==> src/rtl/cdc_src_clear_gate_pkg.sv <==
// Shared types for the CDC source-side clear gate.
// Holds the sequencing state encoding.
package cdc_src_clear_gate_pkg;

   typedef enum logic [2:0] {
      IDLE,
      QUIESCE,
      CLEAR,
      WAIT_RISE,
      WAIT_FALL,
      FOREIGN
   } state_e;

endpackage

==> src/rtl/cdc_src_clear_gate_fifo.sv <==
// Small synchronous FIFO with flush, usage and full/empty flags.
// No bypass: a pushed word is visible at the head one cycle later.
module cdc_src_clear_gate_fifo #(
   parameter type         T     = logic,
   parameter int unsigned DEPTH = 4,
   localparam int unsigned AW   = $clog2(DEPTH),
   localparam int unsigned UW   = $clog2(DEPTH + 1)
) (
   input  logic          clk_i,
   input  logic          rst_ni,
   input  logic          flush_i,
   input  logic          push_i,
   input  T              data_i,
   input  logic          pop_i,
   output T              data_o,
   output logic          full_o,
   output logic          empty_o,
   output logic [UW-1:0] usage_o
);

   T              mem_q [DEPTH];
   T              mem_d [DEPTH];
   logic [AW-1:0] wr_ptr_q, wr_ptr_d;
   logic [AW-1:0] rd_ptr_q, rd_ptr_d;
   logic [UW-1:0] cnt_q, cnt_d;

   assign full_o  = (cnt_q == UW'(DEPTH));
   assign empty_o = (cnt_q == '0);
   assign usage_o = cnt_q;
   assign data_o  = mem_q[rd_ptr_q];

   // Next pointers, count and storage; flush overrides any push or pop.
   always_comb begin
      mem_d    = mem_q;
      wr_ptr_d = wr_ptr_q;
      rd_ptr_d = rd_ptr_q;
      cnt_d    = cnt_q;
      if (flush_i) begin
         wr_ptr_d = '0;
         rd_ptr_d = '0;
         cnt_d    = '0;
      end else begin
         if (push_i) begin
            mem_d[wr_ptr_q] = data_i;
            wr_ptr_d = (wr_ptr_q == AW'(DEPTH - 1)) ? '0 : wr_ptr_q + 1'b1;
         end
         if (pop_i) begin
            rd_ptr_d = (rd_ptr_q == AW'(DEPTH - 1)) ? '0 : rd_ptr_q + 1'b1;
         end
         if (push_i && !pop_i) begin
            cnt_d = cnt_q + 1'b1;
         end else if (pop_i && !push_i) begin
            cnt_d = cnt_q - 1'b1;
         end
      end
   end

   // Pointer and count registers.
   always_ff @(posedge clk_i) begin
      if (!rst_ni) begin
         wr_ptr_q <= '0;
         rd_ptr_q <= '0;
         cnt_q    <= '0;
      end else begin
         wr_ptr_q <= wr_ptr_d;
         rd_ptr_q <= rd_ptr_d;
         cnt_q    <= cnt_d;
      end
   end

   // Storage array; contents need no reset since count gates visibility.
   always_ff @(posedge clk_i) begin
      mem_q <= mem_d;
   end

endmodule

==> src/rtl/cdc_src_clear_gate.sv <==
// Source-domain front end for the clearable two-phase CDC.
// Buffers traffic and sequences local/foreign clears safely.
module cdc_src_clear_gate
   import cdc_src_clear_gate_pkg::*;
#(
   parameter type         T             = logic,
   parameter int unsigned DEPTH         = 4,
   parameter bit          DROP_ON_CLEAR = 1'b1,
   parameter int unsigned PEND_TIMEOUT  = 16,
   localparam int unsigned UW           = $clog2(DEPTH + 1),
   localparam int unsigned CW           = $clog2(PEND_TIMEOUT + 1)
) (
   input  logic          clk_i,
   input  logic          rst_ni,
   input  logic          clear_req_i,
   output logic          clear_busy_o,
   output logic          clear_err_o,
   input  T              in_data_i,
   input  logic          in_valid_i,
   output logic          in_ready_o,
   output logic [UW-1:0] usage_o,
   output T              cdc_data_o,
   output logic          cdc_valid_o,
   input  logic          cdc_ready_i,
   output logic          cdc_clear_o,
   input  logic          cdc_clear_pending_i
);

   if (DEPTH < 2) begin : g_depth_chk
      $error("cdc_src_clear_gate: DEPTH must be at least 2");
   end
   if (PEND_TIMEOUT < 1) begin : g_tmo_chk
      $error("cdc_src_clear_gate: PEND_TIMEOUT must be at least 1");
   end

   state_e        state_q, state_d;
   logic [CW-1:0] cnt_q, cnt_d;
   logic          err_q, err_d;
   logic          req_q, req_d;
   logic          clr_q, clr_d;
   logic          full, empty, flush;
   logic          push, pop;

   assign in_ready_o   = !full && (state_q == IDLE || !DROP_ON_CLEAR);
   assign cdc_valid_o  = !empty && (state_q == IDLE);
   assign push         = in_valid_i && in_ready_o;
   assign pop          = cdc_valid_o && cdc_ready_i;
   assign flush        = DROP_ON_CLEAR && (state_q == CLEAR);
   assign clear_busy_o = (state_q != IDLE);
   assign clear_err_o  = err_q;
   assign cdc_clear_o  = clr_q;

   cdc_src_clear_gate_fifo #(
      .T     (T),
      .DEPTH (DEPTH)
   ) u_fifo (
      .clk_i   (clk_i),
      .rst_ni  (rst_ni),
      .flush_i (flush),
      .push_i  (push),
      .data_i  (in_data_i),
      .pop_i   (pop),
      .data_o  (cdc_data_o),
      .full_o  (full),
      .empty_o (empty),
      .usage_o (usage_o)
   );

   // Clear sequencer: next state, timeout counter, error and latched request.
   always_comb begin
      state_d = state_q;
      cnt_d   = cnt_q;
      err_d   = err_q;
      req_d   = req_q;
      unique case (state_q)
         IDLE: begin
            if (clear_req_i) begin
               state_d = QUIESCE;
            end else if (cdc_clear_pending_i) begin
               state_d = FOREIGN;
            end
         end
         QUIESCE: begin
            state_d = CLEAR;
         end
         CLEAR: begin
            cnt_d   = '0;
            state_d = WAIT_RISE;
         end
         WAIT_RISE: begin
            if (cdc_clear_pending_i) begin
               state_d = WAIT_FALL;
            end else if (cnt_q == CW'(PEND_TIMEOUT - 1)) begin
               err_d   = 1'b1;
               state_d = IDLE;
            end else begin
               cnt_d = cnt_q + 1'b1;
            end
         end
         WAIT_FALL: begin
            if (!cdc_clear_pending_i) begin
               state_d = IDLE;
            end
         end
         FOREIGN: begin
            if (clear_req_i) begin
               req_d = 1'b1;
            end
            if (!cdc_clear_pending_i) begin
               if (req_q || clear_req_i) begin
                  req_d   = 1'b0;
                  state_d = QUIESCE;
               end else begin
                  state_d = IDLE;
               end
            end
         end
         default: begin
            state_d = IDLE;
         end
      endcase
      if (state_d == QUIESCE && state_q != QUIESCE) begin
         err_d = 1'b0;
      end
      clr_d = (state_d == CLEAR);
   end

   // Sequencer registers.
   always_ff @(posedge clk_i) begin
      if (!rst_ni) begin
         state_q <= IDLE;
         cnt_q   <= '0;
         err_q   <= 1'b0;
         req_q   <= 1'b0;
         clr_q   <= 1'b0;
      end else begin
         state_q <= state_d;
         cnt_q   <= cnt_d;
         err_q   <= err_d;
         req_q   <= req_d;
         clr_q   <= clr_d;
      end
   end

endmodule

==> config.mk <==
export PLATFORM = sky130hd
export DESIGN_NAME = cdc_src_clear_gate
export DESIGN_NICKNAME = d
export VERILOG_FILES = /design/src/rtl/cdc_src_clear_gate_pkg.sv /design/src/rtl/cdc_src_clear_gate_fifo.sv /design/src/rtl/cdc_src_clear_gate.sv
export SDC_FILE = /design/constraint.sdc
export NUM_CORES = 1
export LEC_CHECK = 0
export CAP_MARGIN = 25
export CORE_AREA = 2 2 61 63
export CTS_BUF_LIST = sky130_fd_sc_hd__clkbuf_16
export DETAILED_ROUTE_END_ITERATION = 10
export DIE_AREA = 0 0 63 65
export PLACE_DENSITY_LB_ADDON = 0.08
export SLEW_MARGIN = 20
export SYNTH_ARGS = -nofsm -noshare
export SYNTH_HDL_FRONTEND = slang
export SYNTH_HIERARCHICAL = 1
export SYNTH_SLANG_ARGS = --single-unit
==> constraint.sdc <==
create_clock -name clk_i -period 5.8 [get_ports clk_i]
set_clock_uncertainty 0.15 [all_clocks]
set_input_delay 1.74 -clock clk_i [delete_from_list [all_inputs] [get_ports clk_i]]
set_output_delay 1.74 -clock clk_i [all_outputs]
set_load 0.01 [all_outputs]
After elaboration in Yosys (flattened, before gate mapping):

Index checks and enable logic that the tools add are counted.

* register bits after elaboration: 22
* bits of input ports: 7
* word-level logic and storage cells: 86

* add/subtract/negate cells: 5
* $lt $le $gt $ge: 3
* equality and inequality tests: 14
* muxes and demuxes: 24
* bitwise gates (word level): 5
* reduce and logical (&&, ||, !) cells: 23

Operators by type and width (number)
* two-way mux 3 bit: 8
* one-hot mux 3 bit (6 select lines): 1
* two-way mux 5 bit: 2
* one-hot mux 5 bit (2 select lines): 1
* equality test 3 x 2 -> 1 bit (second input constant): 3
* equality test 3 bit (second input constant): 3
* logical AND 1 bit: 8
* two-way mux 1 bit: 7
* equality test 3 x 1 -> 1 bit (second input constant): 2
* greater-or-equal comparator 3 bit (second input constant): 2
* zero test 3 bit: 2
* NOT 2 -> 3 bit: 2
* AND reduction 3 bit: 2
* adder 5 x 1 -> 5 bit (second input constant): 1
* equality test 5 x 4 -> 1 bit (second input constant): 1
* adder 2 x 1 -> 2 bit (second input constant): 2
* bitwise mux 4 bit: 1
* equality test 2 bit (second input constant): 2
* zero test 1 bit: 4
* two-way mux 2 bit: 2
* inequality test 2 bit (second input constant): 2
* nonzero test 2 bit: 2
* OR reduction 2 bit: 2
* adder 3 x 1 -> 3 bit (second input constant): 1
* other kinds (9): 11

Longest topological paths before layout:

* depth in word-level cells: 8
* gate-level depth with buffers: 11
* mapped depth without buffers: 10

Hierarchy:

Netlist, hierarchy kept.

By module, submodules not included
* cdc_src_clear_gate: instances 1, cells an instance 70, area each 583.1 µm², sequential area each 220.2 µm²
* cdc_src_clear_gate_fifo: instances 1, cells an instance 49, area each 555.5 µm², sequential area each 260.2 µm²

Worst setup path after synthesis:

OpenSTA, ideal clock, no wires.

* path type: in2reg
* start: input port cdc_ready_i
* end: register u_fifo.cnt_q[2], in the netlist u_fifo/usage_o[2]
* library setup time: 0.070 ns
* data arrival time: 3.095 ns
* data required time: 5.580 ns
* slack: 2.485 ns
* stages: 8
* path buffers: 0
* cell sequence: and2_1 > inv_1 > ha_1 > inv_1 > fa_1 > xor2_1 > or3_1 > a21oi_1

* cells in the longest elaborated chain, start to end: 4
* elaborated cells between the ends (all ways): 6
* those cells by class: mux (1); reduce/logical (5)

Ends and longest elaborated chain
* start, declared: line cdc_src_clear_gate.sv:24 `input logic cdc_ready_i,`
* logical AND 1 bit *: line cdc_src_clear_gate.sv:47 `assign pop = cdc_valid_o && cdc_ready_i;`
* zero test 1 bit: line cdc_src_clear_gate_fifo.sv:50 `if (push_i && !pop_i) begin`
* logical AND 1 bit: line cdc_src_clear_gate_fifo.sv:50
* two-way mux 3 bit / nonzero test 2 bit (equally long branches)
* end signal, assigned: line cdc_src_clear_gate_fifo.sv:67 `cnt_q <= cnt_d;`
* end, declared: line cdc_src_clear_gate_fifo.sv:25 `logic [UW-1:0] cnt_q, cnt_d;`

Mark *: on every way between the ends. The rest lies on a longest branch, timed or not.
A chain may end at the register's enable or synchronous reset.

Final worst setup path:

* start: register state_q[2]
* end: output port cdc_valid_o

* cells in the longest elaborated chain, start to end: 2

Ends and longest elaborated chain
* start, declared: line cdc_src_clear_gate.sv:36 `state_e state_q, state_d;`
* start signal, assigned: line cdc_src_clear_gate.sv:137 `state_q <= state_d;`
* zero test 3 bit: line cdc_src_clear_gate.sv:45 `assign cdc_valid_o = !empty && (state_q == IDLE);`
* logical AND 1 bit: line cdc_src_clear_gate.sv:45
* end, declared: line cdc_src_clear_gate.sv:23 `output logic cdc_valid_o,`

Every way passes these cells.

==> flow_summary.ini <==
[routing]
avgRoutedWirePerCell_um = 11.75
drcViolationCount = 0
drtIter0Drc = 41
num_vias = 900
drt_first_pass_iters = 4
finalWirelength_um = 2150
ant_nets = 0
avgViaCountPerCell = 4.918

[hold_path]
hold_path.class = flop to flop
min_from = cnt_q[4]

[global_route]
track_usage = 0.1133
gr-total-overflow = 0
grt_max_degree = 13
grt_pass1_wl_um = 3663
grt_pass1_vias = 812
grt_antenna_before_repair = 0

[synthesis]
yosysWarnings = 6
syn_inst = 119
synthTopCellsByCount = 18 x dfxtp_1, 16 x nor2_1, 8 x ha_1, 7 x inv_1, 6 x and2_1
yosysMostFrequentCell = dfxtp_1
synth.ff_latch_count = 22
avgSynthCellArea_um2 = 9.568
netlist_area_mm2 = 0.001139
ys_seq_area_frac = 0.4220
ys_types = 40
synthTopCellsByArea = dfxtp_1 32%, edfxtp_1 11%, ha_1 8.8%, nor2_1 5.3%, mux2i_1 3.5%
synth_nets = 135
synth_top_area_frac = 0.3165
ys.flop_type = dfxtp_1
yosys.area.top_type = dfxtp_1
async_flop_share = 0
synth_edf_count = 4

[floorplan]
io_pins = 16
die_w_um = 63
dieArea_mm2 = 0.004095
initial_utilization = 0.3257
num_rows = 22
die_y_um = 65
core_area_mm2 = 0.003496

[run]
maxCapViolCount = 0

[pwr]
p_int_mw = 0.3601
total_leakage_power_nw = 0.5223
irDropWorstVdd_v = 0.0002307
clkPwrFrac = 0.278
seqPwrFrac = 0.395
finalPower_mw = 0.5135
switching_share = 0.2986
p_sw_mw = 0.1533
power.density_mw_per_mm2 = 363.8
combinationalPowerShare = 0.327

[timing]
setup_viol = 0
min_period_ns = 3.726
fin_tns_setup_ns = 0
rsz0062_at_grt = no
worstMarginPinSlew_ns = 0.3363
period_share = 0.6424
maxSlewHeadroom = 0.7755
hold_viol = 0
drv_slew = 0
fmaxAchievable_ghz = 0.2684
setup_ws_ns = 2.074

[setup_path]
critPathKind = flop to output port
cp.required_ns = 3.91
cp_max_fo = 12
critPathArrivalTime_ns = 1.84
end_kind = output port
r2r_start = state_q[2]
cp_cell_sequence = or3_1 > nor2_1 > clkdlybuf4s50_1
cp_slowest_cell = clkdlybuf4s50_1
slowest_delay_ns = 0.55
startpoint_type = flop
cp-startpoint = state_q[2]

[final_layout]
areaGrowthSynthToFinish_pct = 23.96
fin_util = 0.4037
diodes = 0
nFillCells = 354
final_nets = 152
drive_gt1_frac = 0.06667

[clock_network]
clk_pin_slew_ns = 0.06
cts_setup_buffers = 0
post_cts_resized = 0
htreeDepth = 1
cts_num_sinks = 22
clock-root-buffer = clkbuf_16
cts_hold_buf = 0
clockBufferDepth = 2
cts_made_buffers = 3
clkLatencyLatePin_ns = 0.25
cts_tree = yes

[outcome]
status = finished, final reports clean

[placed_design]
port_buffers = 15
dp_slack_ns = 1.911
gp_congestion = 0.7379
dp_hpwl_um = 1606
==> final timing paths <==
check / slack [ns] / to / cells after the start
setup / recovery: 2.07 / cdc_valid_o / 3
hold / removal: 0.33 / cnt_q[4] / 2
setup reg to reg: 3.10 / u_fifo/usage_o[2] / 9
hold reg to reg: 0.33 / cnt_q[4] / 2
==> layer usage <==
layer	GRT usage	wire (um)	share of wire
met5	0	0	0
met4	0.02500	20	0.0093
met3	0.03299	48	0.022
met2	0.2074	1112	0.52
met1	0.1300	968	0.45
==> final cells by class <==
type / instances / area (um^2) / share of cell area
well taps: 48 / 60.06 / 0.04255
inverters: 8 / 30.03 / 0.02128
clock buffers: 3 / 75.07 / 0.05319
multi-input cells: 86 / 611.8 / 0.4335
repair buffers: 15 / 150.1 / 0.1064
flip-flops and latches: 22 / 480.5 / 0.3404
clock inverters: 1 / 3.754 / 0.002660
==> logic make-up after synthesis <==
logic type	share of synthesized area
AO/OA/AOI/OAI	0.1286
flip-flops	0.4220
multiplexers	0.05495
AND/OR/NAND/NOR	0.2330
adder cells (fa/ha/maj)	0.1055
buffers and inverters	0.04066
XOR/XNOR	0.01539
==> through the flow <==
step | cell area, um^2 | hold slack [ns] | instances
final | 1411 | 0.3272 | 183
after detailed placement | 1333 | 0.3226 | 179
after global routing | 1411 | 0.3610 | 183
after CTS | 1411 | 0.3303 | 183
after global placement | 1333 | 0.3127 | 179
after floorplan | 1139 | 0.3039 | 119
==> flip-flops by register name, indices dropped and copies added (netlist names) <==
| name | cells |
|---|---|
| clear_err_o | 1 |
| u_fifo/mem_q | 4 |
| state_q | 3 |
| req_q | 1 |
| u_fifo/rd_ptr_q | 2 |
| cdc_clear_o | 1 |
| u_fifo/wr_ptr_q | 2 |
| u_fifo/usage_o | 3 |
| cnt_q | 5 |
==> power by group through the flow <==
stage / clock (mW) / combinational, mW / sequential (mW)
6_report: 0.143 / 0.168 / 0.203
5_1_grt: 0.157 / 0.188 / 0.207
4_1_cts: 0.149 / 0.171 / 0.203
3_5_place_dp: 0 / 0.169 / 0.206
3_3_place_gp: 0 / 0.168 / 0.205
2_1_floorplan: 0 / 0.106 / 0.201
==> placed cells by master, fill, tap and decap left out, types with 4 or more instances in the layout <==
master and count:
inv_1 7, a21oi_1 5, and2_1 6, dfxtp_1 18, edfxtp_1 4, mux2i_1 4
o21ai_0 4, ha_1 8, clkdlybuf4s50_1 15, nor2_1 16
==> critical path, delay by kind of cell (launching register included) <==
kind,cells,cell delay (ns)
AND/OR/NAND/NOR,2,0.63
buffers and inverters,1,0.55
flip-flops,1,0.40
No activity file was read; power rests on OpenSTA's default activity.
